$ cat config.mk
export PLATFORM = sky130hd
export DESIGN_NAME = shift_exec_stage
export DESIGN_NICKNAME = d
export VERILOG_FILES = /design/src/rtl/shift_exec_stage.sv
export SDC_FILE = /design/constraint.sdc
export NUM_CORES = 1
export LEC_CHECK = 0
export ABC_AREA = 1
export BUFFER_PORTS_ARGS = -buffer_cell sky130_fd_sc_hd__clkbuf_2
export CAP_MARGIN = 25
export CELL_PAD_IN_SITES_DETAIL_PLACEMENT = 1
export CELL_PAD_IN_SITES_GLOBAL_PLACEMENT = 2
export CORE_MARGIN = 2
export CORE_UTILIZATION = 27
export DETAILED_ROUTE_END_ITERATION = 6
export PLACE_DENSITY_LB_ADDON = 0.1
export SETUP_SLACK_MARGIN = 0.05
export SLEW_MARGIN = 20
export SYNTH_ARGS = -nofsm -noshare
export SYNTH_HDL_FRONTEND = slang
export SYNTH_SLANG_ARGS = --single-unit
$ cat constraint.sdc
create_clock -name clk -period 1.6 [get_ports clk]
set_input_delay 0.08 -clock clk [delete_from_list [all_inputs] [get_ports clk]]
set_output_delay 0.08 -clock clk [all_outputs]
set_load 0.02 [all_outputs]
$ cat src/rtl/shift_exec_stage.sv
// -----------------------------------------------------------------------------
// shift_exec_stage
//   Two-stage pipelined MIPS R-type shift execution unit.
//   Stage A registers the decoded operation; a barrel shifter plus sign fill
//   sits between A and B; stage B is the result register for writeback.
//   One operation per cycle, full valid/ready backpressure, synchronous flush.
//
// Ports
//   clk, rst_n             : clock (rising edge), async active-low reset
//   flush                  : kill everything in flight; inputs this cycle dropped
//   in_valid / in_ready    : upstream handshake
//   in_funct, in_shamt     : MIPS funct field and immediate shift amount
//   in_rs, in_rt           : variable amount source (low SW bits) / value to shift
//   in_dest                : destination register index (passed through)
//   out_valid / out_ready  : downstream handshake
//   out_result, out_dest   : shifted value and destination index
//   out_illegal            : funct was not one of the six shift opcodes
//   ops_done               : wrapping count of results handed downstream
// -----------------------------------------------------------------------------

// Logarithmic shifter: direction 0 = left, 1 = logical right.
module barrel_shifter32 #(
    parameter int WIDTH = 32
) (
    input  logic [WIDTH-1:0]         data_in,
    input  logic [$clog2(WIDTH)-1:0] shift_amount,
    input  logic                     direction,
    output logic [WIDTH-1:0]         data_out
);
    localparam int SW = $clog2(WIDTH);

    always_comb begin
        data_out = data_in;
        for (int i = 0; i < SW; i++) begin
            if (shift_amount[i]) begin
                data_out = direction ? (data_out >> (1 << i)) : (data_out << (1 << i));
            end
        end
    end
endmodule

module shift_exec_stage #(
    parameter int WIDTH = 32,
    parameter int CNT_W = 16
) (
    input  logic             clk,
    input  logic             rst_n,
    input  logic             flush,
    input  logic             in_valid,
    output logic             in_ready,
    input  logic [5:0]       in_funct,
    input  logic [4:0]       in_shamt,
    input  logic [WIDTH-1:0] in_rs,
    input  logic [WIDTH-1:0] in_rt,
    input  logic [4:0]       in_dest,
    output logic             out_valid,
    input  logic             out_ready,
    output logic [WIDTH-1:0] out_result,
    output logic [4:0]       out_dest,
    output logic             out_illegal,
    output logic [CNT_W-1:0] ops_done
);
    localparam int SW  = $clog2(WIDTH);
    // Immediate amount is 5 bits: truncate for narrow datapaths, zero-extend for 64.
    localparam int SHW = (SW < 5) ? SW : 5;

    // Stage A registers
    logic             r_a_valid;
    logic [WIDTH-1:0] r_a_rt;
    logic [SW-1:0]    r_a_amt;
    logic             r_a_dir;
    logic             r_a_arith;
    logic             r_a_illegal;
    logic [4:0]       r_a_dest;

    // Stage B registers
    logic             r_out_valid;
    logic [WIDTH-1:0] r_out_result;
    logic [4:0]       r_out_dest;
    logic             r_out_illegal;
    logic [CNT_W-1:0] r_ops_done;

    logic [SW-1:0]    w_shamt;
    logic [SW-1:0]    w_amt;
    logic             w_dir;
    logic             w_arith;
    logic             w_illegal;
    logic             w_b_advance;
    logic             w_accept;
    logic             w_handoff;
    logic [WIDTH-1:0] w_shifted;
    logic [WIDTH-1:0] w_result;
    logic             w_unused_bits;

    // Upper rs bits (and shamt bits on narrow datapaths) carry no meaning here.
    assign w_unused_bits = ^{in_rs, in_shamt};

    assign w_shamt = SW'(in_shamt[SHW-1:0]);

    always_comb begin
        w_amt     = '0;
        w_dir     = 1'b0;
        w_arith   = 1'b0;
        w_illegal = 1'b0;
        case (in_funct)
            6'b000000: begin w_dir = 1'b0; w_amt = w_shamt; end
            6'b000010: begin w_dir = 1'b1; w_amt = w_shamt; end
            6'b000011: begin w_dir = 1'b1; w_amt = w_shamt; w_arith = 1'b1; end
            6'b000100: begin w_dir = 1'b0; w_amt = in_rs[SW-1:0]; end
            6'b000110: begin w_dir = 1'b1; w_amt = in_rs[SW-1:0]; end
            6'b000111: begin w_dir = 1'b1; w_amt = in_rs[SW-1:0]; w_arith = 1'b1; end
            default:   w_illegal = 1'b1;
        endcase
    end

    // A advances exactly when B can take its contents.
    assign w_b_advance = !r_out_valid || out_ready;
    assign in_ready    = !r_a_valid || w_b_advance;
    assign w_accept    = in_valid && in_ready && !flush;
    assign w_handoff   = r_out_valid && out_ready && !flush;

    // ---- Stage A -> B boundary: shift, sign fill, illegal squash ----
    barrel_shifter32 #(.WIDTH(WIDTH)) u_shifter (
        .data_in      (r_a_rt),
        .shift_amount (r_a_amt),
        .direction    (r_a_dir),
        .data_out     (w_shifted)
    );

    always_comb begin
        w_result = w_shifted;
        if (r_a_arith && r_a_rt[WIDTH-1]) begin
            w_result = w_shifted | ~({WIDTH{1'b1}} >> r_a_amt);
        end
        if (r_a_illegal) begin
            w_result = '0;
        end
    end

    always_ff @(posedge clk or negedge rst_n) begin
        if (!rst_n) begin
            r_a_valid     <= 1'b0;
            r_a_rt        <= '0;
            r_a_amt       <= '0;
            r_a_dir       <= 1'b0;
            r_a_arith     <= 1'b0;
            r_a_illegal   <= 1'b0;
            r_a_dest      <= '0;
            r_out_valid   <= 1'b0;
            r_out_result  <= '0;
            r_out_dest    <= '0;
            r_out_illegal <= 1'b0;
            r_ops_done    <= '0;
        end else begin
            if (w_handoff) begin
                r_ops_done <= r_ops_done + CNT_W'(1);
            end
            if (flush) begin
                r_a_valid   <= 1'b0;
                r_out_valid <= 1'b0;
            end else begin
                // ---- Input -> stage A ----
                if (in_ready) begin
                    r_a_valid <= in_valid;
                end
                if (w_accept) begin
                    r_a_rt      <= in_rt;
                    r_a_amt     <= w_amt;
                    r_a_dir     <= w_dir;
                    r_a_arith   <= w_arith;
                    r_a_illegal <= w_illegal;
                    r_a_dest    <= in_dest;
                end
                // ---- Stage A -> stage B ----
                if (w_b_advance) begin
                    r_out_valid <= r_a_valid;
                    if (r_a_valid) begin
                        r_out_result  <= w_result;
                        r_out_dest    <= r_a_dest;
                        r_out_illegal <= r_a_illegal;
                    end
                end
            end
        end
    end

    assign out_valid   = r_out_valid;
    assign out_result  = r_out_result;
    assign out_dest    = r_out_dest;
    assign out_illegal = r_out_illegal;
    assign ops_done    = r_ops_done;
endmodule

Word level (Yosys, flattened, before mapping)
Index checks and enable logic that the tools add are counted.
{"block": "classes", "add_sub_neg": 1, "reduce_logical": 20, "mux": 20, "bitwise": 3, "n_shift": 1, "eq_ne": 5}
{"op": "32-bit 2-to-1 mux", "n": 12}
{"op": "32-bit NOT", "n": 1}
{"op": "32-bit OR", "n": 1}
{"op": "32-bit by 5-bit right shift with 32-bit output (first input constant)", "n": 1}
{"op": "6-bit by 3-bit == test with 1-bit output (second input constant)", "n": 3}
{"op": "16-bit by 1-bit adder with 16-bit output (second input constant)", "n": 1}
{"op": "6-bit by 2-bit == test with 1-bit output (second input constant)", "n": 2}
{"op": "5-bit one-hot mux with 2 select lines", "n": 1}
{"op": "1-bit 2-to-1 mux", "n": 7}
{"op": "6-bit zero test", "n": 1}
{"op": "3-bit OR reduction", "n": 2}
{"op": "6-bit OR reduction", "n": 1}
{"op": "1-bit logical AND", "n": 5}
{"op": "2-bit nonzero test", "n": 2}
{"op": "4-bit OR reduction", "n": 1}
{"op": "1-bit zero test", "n": 3}
{"op": "3-bit AND reduction", "n": 1}
{"op": "1-bit logical OR", "n": 2}
{"op": "2-bit AND reduction", "n": 1}
{"op": "2-bit OR reduction", "n": 1}
{"op": "1-bit NOT", "n": 1}
{"block": "totals", "in_bits": 85, "wordCells": 62, "output_inout_bits": 56, "register_bits": 101}

Logic depth before layout (Yosys ltp)
Gate-level depths: netlist of run 1.
{"block": "logic_depth", "depth_word": 13, "depth_mapped": 17, "ltp_nobuf": 15}

By module
A second synthesis of run 1 with hierarchy kept.
{"block": "unflattened", "cells_unflattened": 1204, "area_unflattened_um2": 7355.8}
{"module": "shift_exec_stage", "seq_area_each_um2": 2527.4, "instances": 1, "cells_each": 547, "area_each_um2": 4480.5}
{"module": "barrel_shifter32", "seq_area_each_um2": 0.0, "instances": 1, "cells_each": 657, "area_each_um2": 2875.3}

Worst setup path after synthesis of run 1
OpenSTA, ideal clock, no wires.
{"block": "synth_timing", "path_type": "register to register", "from": "register r_out_valid (netlist: out_valid)", "to": "register r_ops_done[13] (netlist: ops_done[13])", "required_ns": 1.476, "path_buffers": 0, "path_stages_with_launch": 11, "synth_period_minus_slack_ns": 1.833, "path_slack_ns": -0.233, "arrival_time_ns": 1.709, "cell_sequence": "dfrtp_1 clkinv_1 nor3_4 inv_2 nor2_4 nand3_4 nor2_4 nand3_4 nor3_4 nand3_1 xor2_1"}
{"block": "synth_via", "elab_chain_cells": 2}
{"element": "start: declaration", "line": "77", "source": "logic r_out_valid;"}
{"element": "start signal: assignment", "line": "176", "source": "r_out_valid <= r_a_valid;"}
{"element": "1-bit logical AND (2 in a row)", "line": "120", "source": "assign w_handoff = r_out_valid && out_ready && !flush;"}
{"element": "end signal: assignment", "line": "156", "source": "r_ops_done <= r_ops_done + CNT_W'(1);"}
{"element": "end: declaration", "line": "81", "source": "logic [CNT_W-1:0] r_ops_done;"}
No other way between the ends.
A chain may end at the register's enable or synchronous reset.

Worst setup path after layout of run 1
{"block": "layout_timing", "from": "register r_a_amt[0]", "to": "register r_out_result[17] (netlist: out_result[17])"}
{"block": "layout_via", "elab_chain_cells": 12, "word_cells_on_any_way": 14, "cone_classes": "1 x shift; 11 x mux; 2 x bitwise"}
{"element": "start: declaration", "line": "70", "source": "logic [SW-1:0] r_a_amt;"}
{"element": "start signal: assignment", "line": "168", "source": "r_a_amt <= w_amt;"}
{"element": "32-bit 2-to-1 mux", "line": "35", "source": "if (shift_amount[i]) begin"}
{"element": "32-bit 2-to-1 mux", "line": "36", "source": "data_out = direction ? (data_out >> (1 << i)) : (data_out << (1 << i));"}
{"element": "32-bit 2-to-1 mux", "line": "35"}
{"element": "32-bit 2-to-1 mux", "line": "36"}
{"element": "32-bit 2-to-1 mux", "line": "35"}
{"element": "32-bit 2-to-1 mux", "line": "36"}
{"element": "32-bit 2-to-1 mux", "line": "35"}
{"element": "32-bit 2-to-1 mux", "line": "36"}
{"element": "32-bit 2-to-1 mux", "line": "35"}
{"element": "32-bit OR", "line": "133", "source": "w_result = w_shifted | ~({WIDTH{1'b1}} >> r_a_amt);"}
{"element": "32-bit 2-to-1 mux (*)", "line": "132", "source": "if (r_a_arith && r_a_rt[WIDTH-1]) begin"}
{"element": "32-bit 2-to-1 mux (*)", "line": "135", "source": "if (r_a_illegal) begin"}
{"element": "end signal: assignment", "line": "178", "source": "r_out_result <= w_result;"}
{"element": "end: declaration", "line": "78", "source": "logic [WIDTH-1:0] r_out_result;"}
Every way passes the cells marked *; elsewhere a longest branch is shown, timed or not.

==> impl_metrics.yaml, run 1 <==
run_status:
  run_status: "complete, but fails checks"
  violations: "negative setup slack"
placed_design:
  pre_cts_ws_ns: -0.550
  dpl_cell_area_um2: 9290
  dpl.hpwl_mm: 22.2
  place_congestion: 0.871
  port_buffers: 113
  dp_cells: 1659
clocking:
  htree_levels: 3
  cts_made_buffers: 9
  cts_tree: "built"
  clk_pin_slew_ns: 0.09
  clkLatencyLatePin_ns: 0.37
  ctsRootBufferMaster: "clkbuf_16"
  cts.sinks: 101
  clock_path_buffers: 2
timing:
  rsz0062_at_grt: "true"
  fmax_mhz: 475
  maxSlewViolCount: 0
  fin_tns_setup_ns: -15.00
  finalCriticalPeriod_ns: 2.11
  fin_skew_ns: 0.0177
  holdWs_ns: 0.0277
  max_slew_margin_pct: 73.0
  hold_viol: 0
  finalSetupViolCount: 39
  fin_crit_sh_pct: 132
  fin_ws_ns: -0.506
  worst_slew_pin_slew_ns: 0.405
finish:
  num_antenna_cells: 0
  nNetsFinal: 1478
  final_cells: 1738
  finish.utilization_pct: 42.1
  area_delta_synth_final_pct: 54.3
  stdcell_area_um2: 11200
  drive_gt1_share_pct: 37.5
power:
  p_leak_nw: 5.67
  comb_power_share_pct: 39.0
  powerDensity_nw_per_um2: 791
  power.share.switching_pct: 40.0
  clkPwrFrac_pct: 26.3
  seqPwrFrac_pct: 34.7
  p_int_mw: 5.33
  finalPower_mw: 8.87
  switchingPower_mw: 3.55
  ir_drop_mv: 0.413
floorplanning:
  die_h_um: 168
  num_rows: 60
  die_w_um: 168
  die-area_um2: 28200
  coreArea_um2: 26700
  io_pins: 141
  start_util_pct: 27.3
global_routing:
  grt_use_met3_pct: 2.19
  antenna_found_initial: 0
  grtUsageMet2_pct: 36.8
  grt_max_degree: 41
  grtUsageTotal_pct: 21.3
  grt_overflow_total: 0
  grt_pass1_vias: 8807
  grt.busiest_layer: "met2"
  grt_pass1_wl_mm: 47.7
  grt_use_met1_pct: 28.7
detailed_routing:
  route.detailed.drc: 0
  drt_wl_total_mm: 30.1
  dr.pass1.iters: 6
  vias: 8438
  wl_per_cell_um: 17.3
  via_per_inst: 4.86
  drt.antenna.violating_nets: 0
  drtIter0Drc: 333
yosys:
  ys_top_cells_by_area: "dfrtp_1, nand2_1, nand3_1"
  netlist_area_um2: 7270
  syn_inst: 1130
  synth-seq-cells: 101
  synth_nets: 1216
  avgSynthCellArea_um2: 6.43
  yosysUniqueCellTypes: 41
  ys_warn_count: 0
  synth_top_cell_by_area: "dfrtp_1"
  synth_top_cell_area_share_pct: 34.8
  seq_area_frac_synth_pct: 34.8
critical_path:
  rrSetupSlack_ns: -0.51
  path_class: "reg -> reg"
  crit_arrival_ns: 2.36
  crit_family: "simple AND/OR/NAND/NOR gates"
  r2r_end: "out_result[17]"
  worst_path_largest_cell_delay_ns: 0.45
  path_common_cell: "nand2_1"
  crit_buf_inv: 2
  regToRegStartpoint: "r_a_amt[0]"
  endpoint_kind: "flip-flop"
  worstPathMaxFanout: 21
  slowest_stage: "dfrtp_2"
  cp_cell_sequence: "buf_12 > buf_12 > or2_1 > nand3_1 > nand3_4 > nand2_2 > nand4_1 > o211ai_1 > nand2_1 > nand2_1 > nand2_1"
  required_ns: 1.85
  worstRegToRegCells: 11
  cp-start-kind: "flip-flop"
min_path:
  hp-start: "in_funct[3]"
  hp-class: "in -> reg"
  min_to: "r_a_arith"
  holdPathStages: 4
run:
  max_cap_viol_count: 0
-- worst max-delay path by stage --
stage	slack, ns	startpoint	end	depth (start not counted)
floorplan	-0.13	out_valid	ops_done[13]	10
global placement	-0.52	r_a_dir	out_result[3]	12
detailed placement	-0.55	r_a_dir	out_result[3]	12
CTS	-0.49	r_a_amt[0]	out_result[3]	11
global route	-0.60	r_a_dir	out_result[2]	12
finish	-0.51	r_a_amt[0]	out_result[17]	11
-- cell families after synthesis --
group           synth area share [%]
fa+ha+maj                      0.172
flops                           34.8
xor+xnor                        1.69
compound gates                  6.48
buf+inv                         7.54
simple gates                    49.3
-- sequential cells by signal (all words and copies together) (netlist names) --
name and cells:
ops_done 16, out_dest 5, out_illegal 1, out_result 32, out_valid 1, r_a_amt 5
r_a_arith 1, r_a_dest 5, r_a_dir 1, r_a_illegal 1, r_a_rt 32, r_a_valid 1
-- power groups by stage --
stage,combinational [mW],sequential [mW],clock (mW)
detailed placement,2.94,3.13,0
global placement,2.92,3.12,0
CTS,3.21,3.08,2.44
finish,3.46,3.08,2.33
global route,3.81,3.13,2.50
floorplan,1.56,3.24,0
-- final cells by class --
cell class | count | area (um^2)
clock inverters | 6 | 56.3
fillers | 3328 | 15400
inverters | 50 | 209
multi-input cells | 915 | 5140
repair buffers | 315 | 2620
flip-flops and latches | 101 | 2530
well taps | 341 | 427
clock buffers | 10 | 229
-- worst register-to-register path, cell delays in order (launching register included) --
cell      delay, ns
dfrtp_2        0.45
buf_12         0.16
buf_12         0.17
or2_1          0.27
nand3_1        0.15
nand3_4        0.13
nand2_2        0.11
nand4_1        0.13
o211ai_1       0.16
nand2_1        0.10
nand2_1        0.10
nand2_1        0.06
-- per-layer routing --
layer	up-vias	wire [um]	part of all wire, %
met3	24	704	2.3
li1	4172	-	-
met5	-	0	0
met1	4124	14200	47
met4	0	437	1.5
met2	118	14700	49
-- synthesized netlist by cell type, drive strengths merged --
master	instances
dfrtp	101
nor3	3
o21a	2
nand3	211
or2	29
nand4	8
nand3b	1
o21ai	38
buf	40
o211ai	7
a41oi	1
a21boi	1
xor2	10
ha	1
nor2	62
xnor2	4
clkinv	3
o22ai	6
inv	47
a21oi	22
clkbuf	24
and2	2
nand2	501
a31oi	6
-- layout by cell type (no fill, tap or decap), drive strengths merged --
cell,instances
a21boi,1
a21oi,22
a31oi,6
a41oi,1
and2,2
buf,158
clkbuf,126
clkinv,5
clkinvlp,1
dfrtp,101
dlygate4sd3,41
ha,1
inv,50
nand2,501
nand3,211
nand3b,1
nand4,8
nor2,62
nor3,3
o211ai,7
o21a,2
o21ai,38
o22ai,6
or2,29
xnor2,4
xor2,10
-- repair_timing --
action,in CTS,in global routing
endpoints found under the setup margin,39,81
hold endpoints to repair,61,0
cloned,2,4
buffers inserted,7,13
resized for setup,75,149
pin swaps,24,63
hold buffers,41,0
(Power assumes the default switching activity.)
==> run 2, diff against run 1 <==
==> constraint.sdc (replaced) <==
create_clock -name clk -period 1.6 [get_ports clk]
set_input_delay 0.32 -clock clk [delete_from_list [all_inputs] [get_ports clk]]
set_output_delay 0.32 -clock clk [all_outputs]
set_load 0.02 [all_outputs]
==> impl_metrics.yaml, run 2 (synthesis gave the netlist of run 1 again) <==
power:
  comb_power_share_pct: 36.2
  power.share.switching_pct: 38.7
  powerDensity_nw_per_um2: 849
  p_int_mw: 5.26
  clkPwrFrac_pct: 27.9
  switchingPower_mw: 3.33
  finalPower_mw: 8.59
  p_leak_nw: 5.26
  seqPwrFrac_pct: 35.8
  ir_drop_mv: 0.470
timing:
  max_slew_margin_pct: 78.6
  holdWs_ns: 0.143
  fmax_mhz: 484
  fin_ws_ns: -0.465
  finalSetupViolCount: 38
  finalCriticalPeriod_ns: 2.06
  worst_slew_pin_slew_ns: 0.320
  hold_viol: 0
  fin_skew_ns: 0.0139
  maxSlewViolCount: 0
  rsz0062_at_grt: "true"
  fin_crit_sh_pct: 129
critical_path:
  rrSetupSlack_ns: -0.46
  endpoint_kind: "flip-flop"
  worstRegToRegCells: 13
  worstPathMaxFanout: 38
  cp-start-kind: "flip-flop"
  crit_arrival_ns: 2.31
  regToRegStartpoint: "r_a_amt[0]"
  path_class: "reg -> reg"
  r2r_end: "out_result[25]"
  required_ns: 1.85
floorplanning:
  die_w_um: 168
  start_util_pct: 27.3
  num_rows: 60
  coreArea_um2: 26700
  die_h_um: 168
  io_pins: 141
  die-area_um2: 28200
min_path:
  hp-start: "in_dest[3]"
  hp-class: "in -> reg"
  min_to: "r_a_dest[3]"
  holdPathStages: 3
clocking:
  cts.sinks: 101
  cts_made_buffers: 9
  clock_path_buffers: 2
  clkLatencyLatePin_ns: 0.37
  clk_pin_slew_ns: 0.09
  cts_tree: "built"
  htree_levels: 3
  ctsRootBufferMaster: "clkbuf_16"
detailed_routing:
  route.detailed.drc: 0
  wl_per_cell_um: 17.4
  drt_wl_total_mm: 29.2
  drtIter0Drc: 406
  drt.antenna.violating_nets: 0
  via_per_inst: 4.83
  vias: 8106
  dr.pass1.iters: 4
global_routing:
  grt_max_degree: 41
  antenna_found_initial: 0
  grt_pass1_wl_mm: 47.4
  grt_overflow_total: 0
  grt_pass1_vias: 8698
  grtUsageTotal_pct: 21.1
run_status:
  run_status: "complete, but fails checks"
  violations: "negative setup slack"
finish:
  multi_input_area_um2: 4750
  seqCellArea_um2: 2530
  num_antenna_cells: 0
  most-common-layout-cells: "nand2_1, nand3_1, buf_4, clkbuf_2, dfrtp_1"
  area_delta_synth_final_pct: 39.2
  mostFrequentLayoutCell: "nand2_1"
  drive_gt1_share_pct: 32.0
  finish.utilization_pct: 38.0
  nNetsFinal: 1420
  fillers: 3385
placed_design:
  place_congestion: 0.874
  port_buffers: 113
  dpl.hpwl_mm: 22.3
run:
  max_cap_viol_count: 0
[run 2: repair_timing]
| item | CTS | global route |
|---|---|---|
| buffers inserted | 10 | 8 |
| pin swaps | 7 | 9 |
| hold endpoints to repair | 18 | 0 |
| hold buffers | 1 | 0 |
| endpoints found under the setup margin | 40 | 72 |
| resized for setup | 54 | 63 |
| cloned | 1 | 1 |
[run 2: power by group through the flow]
stage	registers (mW)	clock network, mW	logic (mW)
2_1_floorplan	3.24	0	1.56
3_3_place_gp	3.12	0	2.89
3_5_place_dp	3.13	0	2.92
4_1_cts	3.08	2.50	3.06
5_1_grt	3.13	2.57	3.47
6_report	3.08	2.40	3.11
[run 2: how the worst max path moves through the flow]
stage	startpoint	endpoint	slack (ns)	cells after the start
after CTS	r_a_dir	out_result[19]	-0.45	14
after global placement	r_a_dir	out_result[24]	-0.49	14
final	r_a_amt[0]	out_result[25]	-0.46	13
after global routing	r_a_dir	out_result[3]	-0.59	12
after detailed placement	r_a_dir	out_result[24]	-0.49	14
after floorplan	out_valid	ops_done[13]	-0.13	10
[run 2: final cells by class]
class / instances / share of cell area [%]
clock buffer: 10 / 2.26
clock inverter: 6 / 0.792
inverter: 50 / 1.99
multi-input combinational: 915 / 46.9
sequential: 101 / 25.0
tap: 341 / 4.22
timing repair buffer: 256 / 18.8
timing repair inverter: 1 / 0.0618
[run 2: metal layers]
layer / part of all wire (%) / GRT usage [%] / vias to the layer above
met5: 0 / 0 / -
met4: 1.4 / 4.65 / 0
met3: 2.9 / 2.73 / 25
met2: 49 / 36.6 / 127
met1: 47 / 28.0 / 3901
li1: - / - / 4053
[run 2: stage by stage]
stage / setup WS [ns] / instances / cell area (um^2) / setup TNS, ns
after detailed placement: -0.495 / 1648 / 9170 / -15.25
after global placement: -0.485 / 1648 / 9170 / -14.10
after CTS: -0.455 / 1675 / 9820 / -13.49
after floorplan: -0.128 / 1130 / 7420 / -0.570
after global routing: -0.593 / 1680 / 10100 / -18.84
final: -0.465 / 1680 / 10100 / -13.04
[run 2: critical path, cell delays in order (launching register included)]
cell and delay, ns:
dfrtp_1 0.40, buf_12 0.17, buf_4 0.18, or2_1 0.25, nand3_1 0.14, nand3_4 0.12
nand2_2 0.11, nand2_1 0.06, a21oi_1 0.14, nand2_1 0.13, nand2_1 0.08, nand2_1 0.05
nand2_1 0.06, nand2_1 0.05
==> run 3, diff against run 2 <==
MAX_ROUTING_LAYER = met4   (was not set)
==> impl_metrics.yaml, run 3 (synthesis gave the netlist of run 1 again) <==
run_status:
  run_status: "complete, but fails checks"
  violations: "negative setup slack"
global_routing:
  grt.busiest_layer: "met2"
  grt_overflow_total: 0
  grtUsageMet2_pct: 36.6
  grtUsageTotal_pct: 21.7
  grt_pass1_wl_mm: 47.4
  grt_use_met3_pct: 2.14
  antenna_found_initial: 0
  grt_use_met1_pct: 28.4
  grt_pass1_vias: 8686
  grt_max_degree: 41
floorplanning:
  die_w_um: 168
  die_h_um: 168
  die-area_um2: 28200
  start_util_pct: 27.3
  num_rows: 60
  coreArea_um2: 26700
  io_pins: 141
power:
  p_leak_nw: 5.27
  clkPwrFrac_pct: 28.0
  finalPower_mw: 8.64
  switchingPower_mw: 3.36
  ir_drop_mv: 0.481
  seqPwrFrac_pct: 35.6
  powerDensity_nw_per_um2: 848
  power.share.switching_pct: 38.9
  p_int_mw: 5.28
  comb_power_share_pct: 36.4
clocking:
  cts_tree: "built"
  clkLatencyLatePin_ns: 0.37
  cts.sinks: 101
  clock_path_buffers: 2
  clk_pin_slew_ns: 0.09
  ctsRootBufferMaster: "clkbuf_16"
  cts_made_buffers: 9
  htree_levels: 3
run:
  max_cap_viol_count: 0
finish:
  seqCellArea_um2: 2530
  num_antenna_cells: 0
  most-common-layout-cells: "nand2_1, nand3_1, buf_4, clkbuf_2, dfrtp_1"
  final_cells: 1680
  drive_gt1_share_pct: 33.3
  multi_input_area_um2: 4810
  fillers: 3373
  nNetsFinal: 1420
  mostFrequentLayoutCell: "nand2_1"
  area_delta_synth_final_pct: 40.2
timing:
  hold_viol: 0
  finalSetupViolCount: 38
  worst_slew_pin_slew_ns: 0.334
  fin_crit_sh_pct: 129
  fmax_mhz: 486
  fin_skew_ns: 0.0151
  fin_tns_setup_ns: -12.82
  rsz0062_at_grt: "true"
  fin_ws_ns: -0.456
  maxSlewViolCount: 0
  finalCriticalPeriod_ns: 2.06
  max_slew_margin_pct: 77.7
detailed_routing:
  dr.pass1.iters: 4
  drt_wl_total_mm: 29.2
  vias: 8112
  wl_per_cell_um: 17.4
  route.detailed.drc: 0
  via_per_inst: 4.83
  drtIter0Drc: 381
  drt.antenna.violating_nets: 0
min_path:
  hp-class: "in -> reg"
placed_design:
  port_buffers: 113
  dpl.hpwl_mm: 22.3
  pre_cts_ws_ns: -0.495
  dp_cells: 1648
  place_congestion: 0.889
critical_path:
  required_ns: 1.85
  crit_arrival_ns: 2.31
  path_class: "reg -> reg"
  endpoint_kind: "flip-flop"
  worstPathMaxFanout: 38
  cp-start-kind: "flip-flop"
==> run 3: changes by cell type in the layout (fill, tap and decap cells not counted), moves of 2 or more <==
cell,change
nand3_1,-5
nand2_2,+9
buf_6,+2
buf_4,-2
nand3_2,+4
nand2_1,-9
==> run 3: worst paths after layout <==
kind	from	end	slack [ns]	depth (start not counted)
setup / recovery	r_a_amt[0]	out_result[25]	-0.46	13
hold / removal	in_dest[1]	r_a_dest[1]	0.14	3
setup reg to reg	r_a_amt[0]	out_result[25]	-0.46	13
hold reg to reg	out_result[4]	out_result[4]	0.48	2
max in group asynchronous	rst_n	out_result[18]	0.67	3
min in group asynchronous	rst_n	r_a_rt[24]	0.38	2
==> run 3: critical path: stages (launching register included) <==
cell     delay [ns]
dfrtp_1        0.40
buf_12         0.17
buf_12         0.17
or2_1          0.26
nand3_1        0.12
nand3_2        0.13
nand2_1        0.17
nand3_2        0.11
nand2_1        0.09
nand3_1        0.08
nand2_1        0.06
inv_1          0.04
nand2_1        0.06
nand2_1        0.05
==> run 3: routing by layer <==
metal	share of wire, %	vias up	wire length [um]
li1	-	4054	-
met1	48	3931	14000
met2	49	108	14300
met3	2.1	19	601
met4	1.2	0	359
met5	0	-	0
==> run 3: what timing repair did <==
item                                   4_1_cts  5_1_grt
setup endpoints to repair                   40       74
gates resized for setup                     54       83
pin swaps                                    7        9
gates cloned                                 1        1
endpoints found under the hold margin       18        0
setup buffers                               10        8
hold buffers                                 1        0
==> run 3: power by group through the flow <==
stage | registers [mW] | clock network, mW | logic, mW
floorplan | 3.24 | 0 | 1.56
global placement | 3.12 | 0 | 2.89
detailed placement | 3.13 | 0 | 2.92
CTS | 3.08 | 2.50 | 3.06
global route | 3.13 | 2.57 | 3.51
finish | 3.07 | 2.42 | 3.15
==> run 3: area by class of cell <==
cell class / instances / area share (%)
timing repair buffer: 256 / 18.7
clock buffer: 10 / 2.25
timing repair inverter: 1 / 0.0614
multi-input combinational: 915 / 47.2
tap: 341 / 4.19
clock inverter: 6 / 0.786
inverter: 50 / 1.98
sequential: 101 / 24.8
==> run 3: through the flow <==
| step | cell area [um^2] | util (%) | hold slack [ns] |
|---|---|---|---|
| 3_5_place_dp | 9170 | 34.4 | 0.240 |
| 4_1_cts | 9820 | 36.8 | 0.132 |
| 2_1_floorplan | 7420 | - | 0.0244 |
| 5_1_grt | 10200 | 38.2 | 0.147 |
| 6_report | 10200 | 38.2 | 0.136 |
| 3_3_place_gp | 9170 | 34.4 | 0.244 |
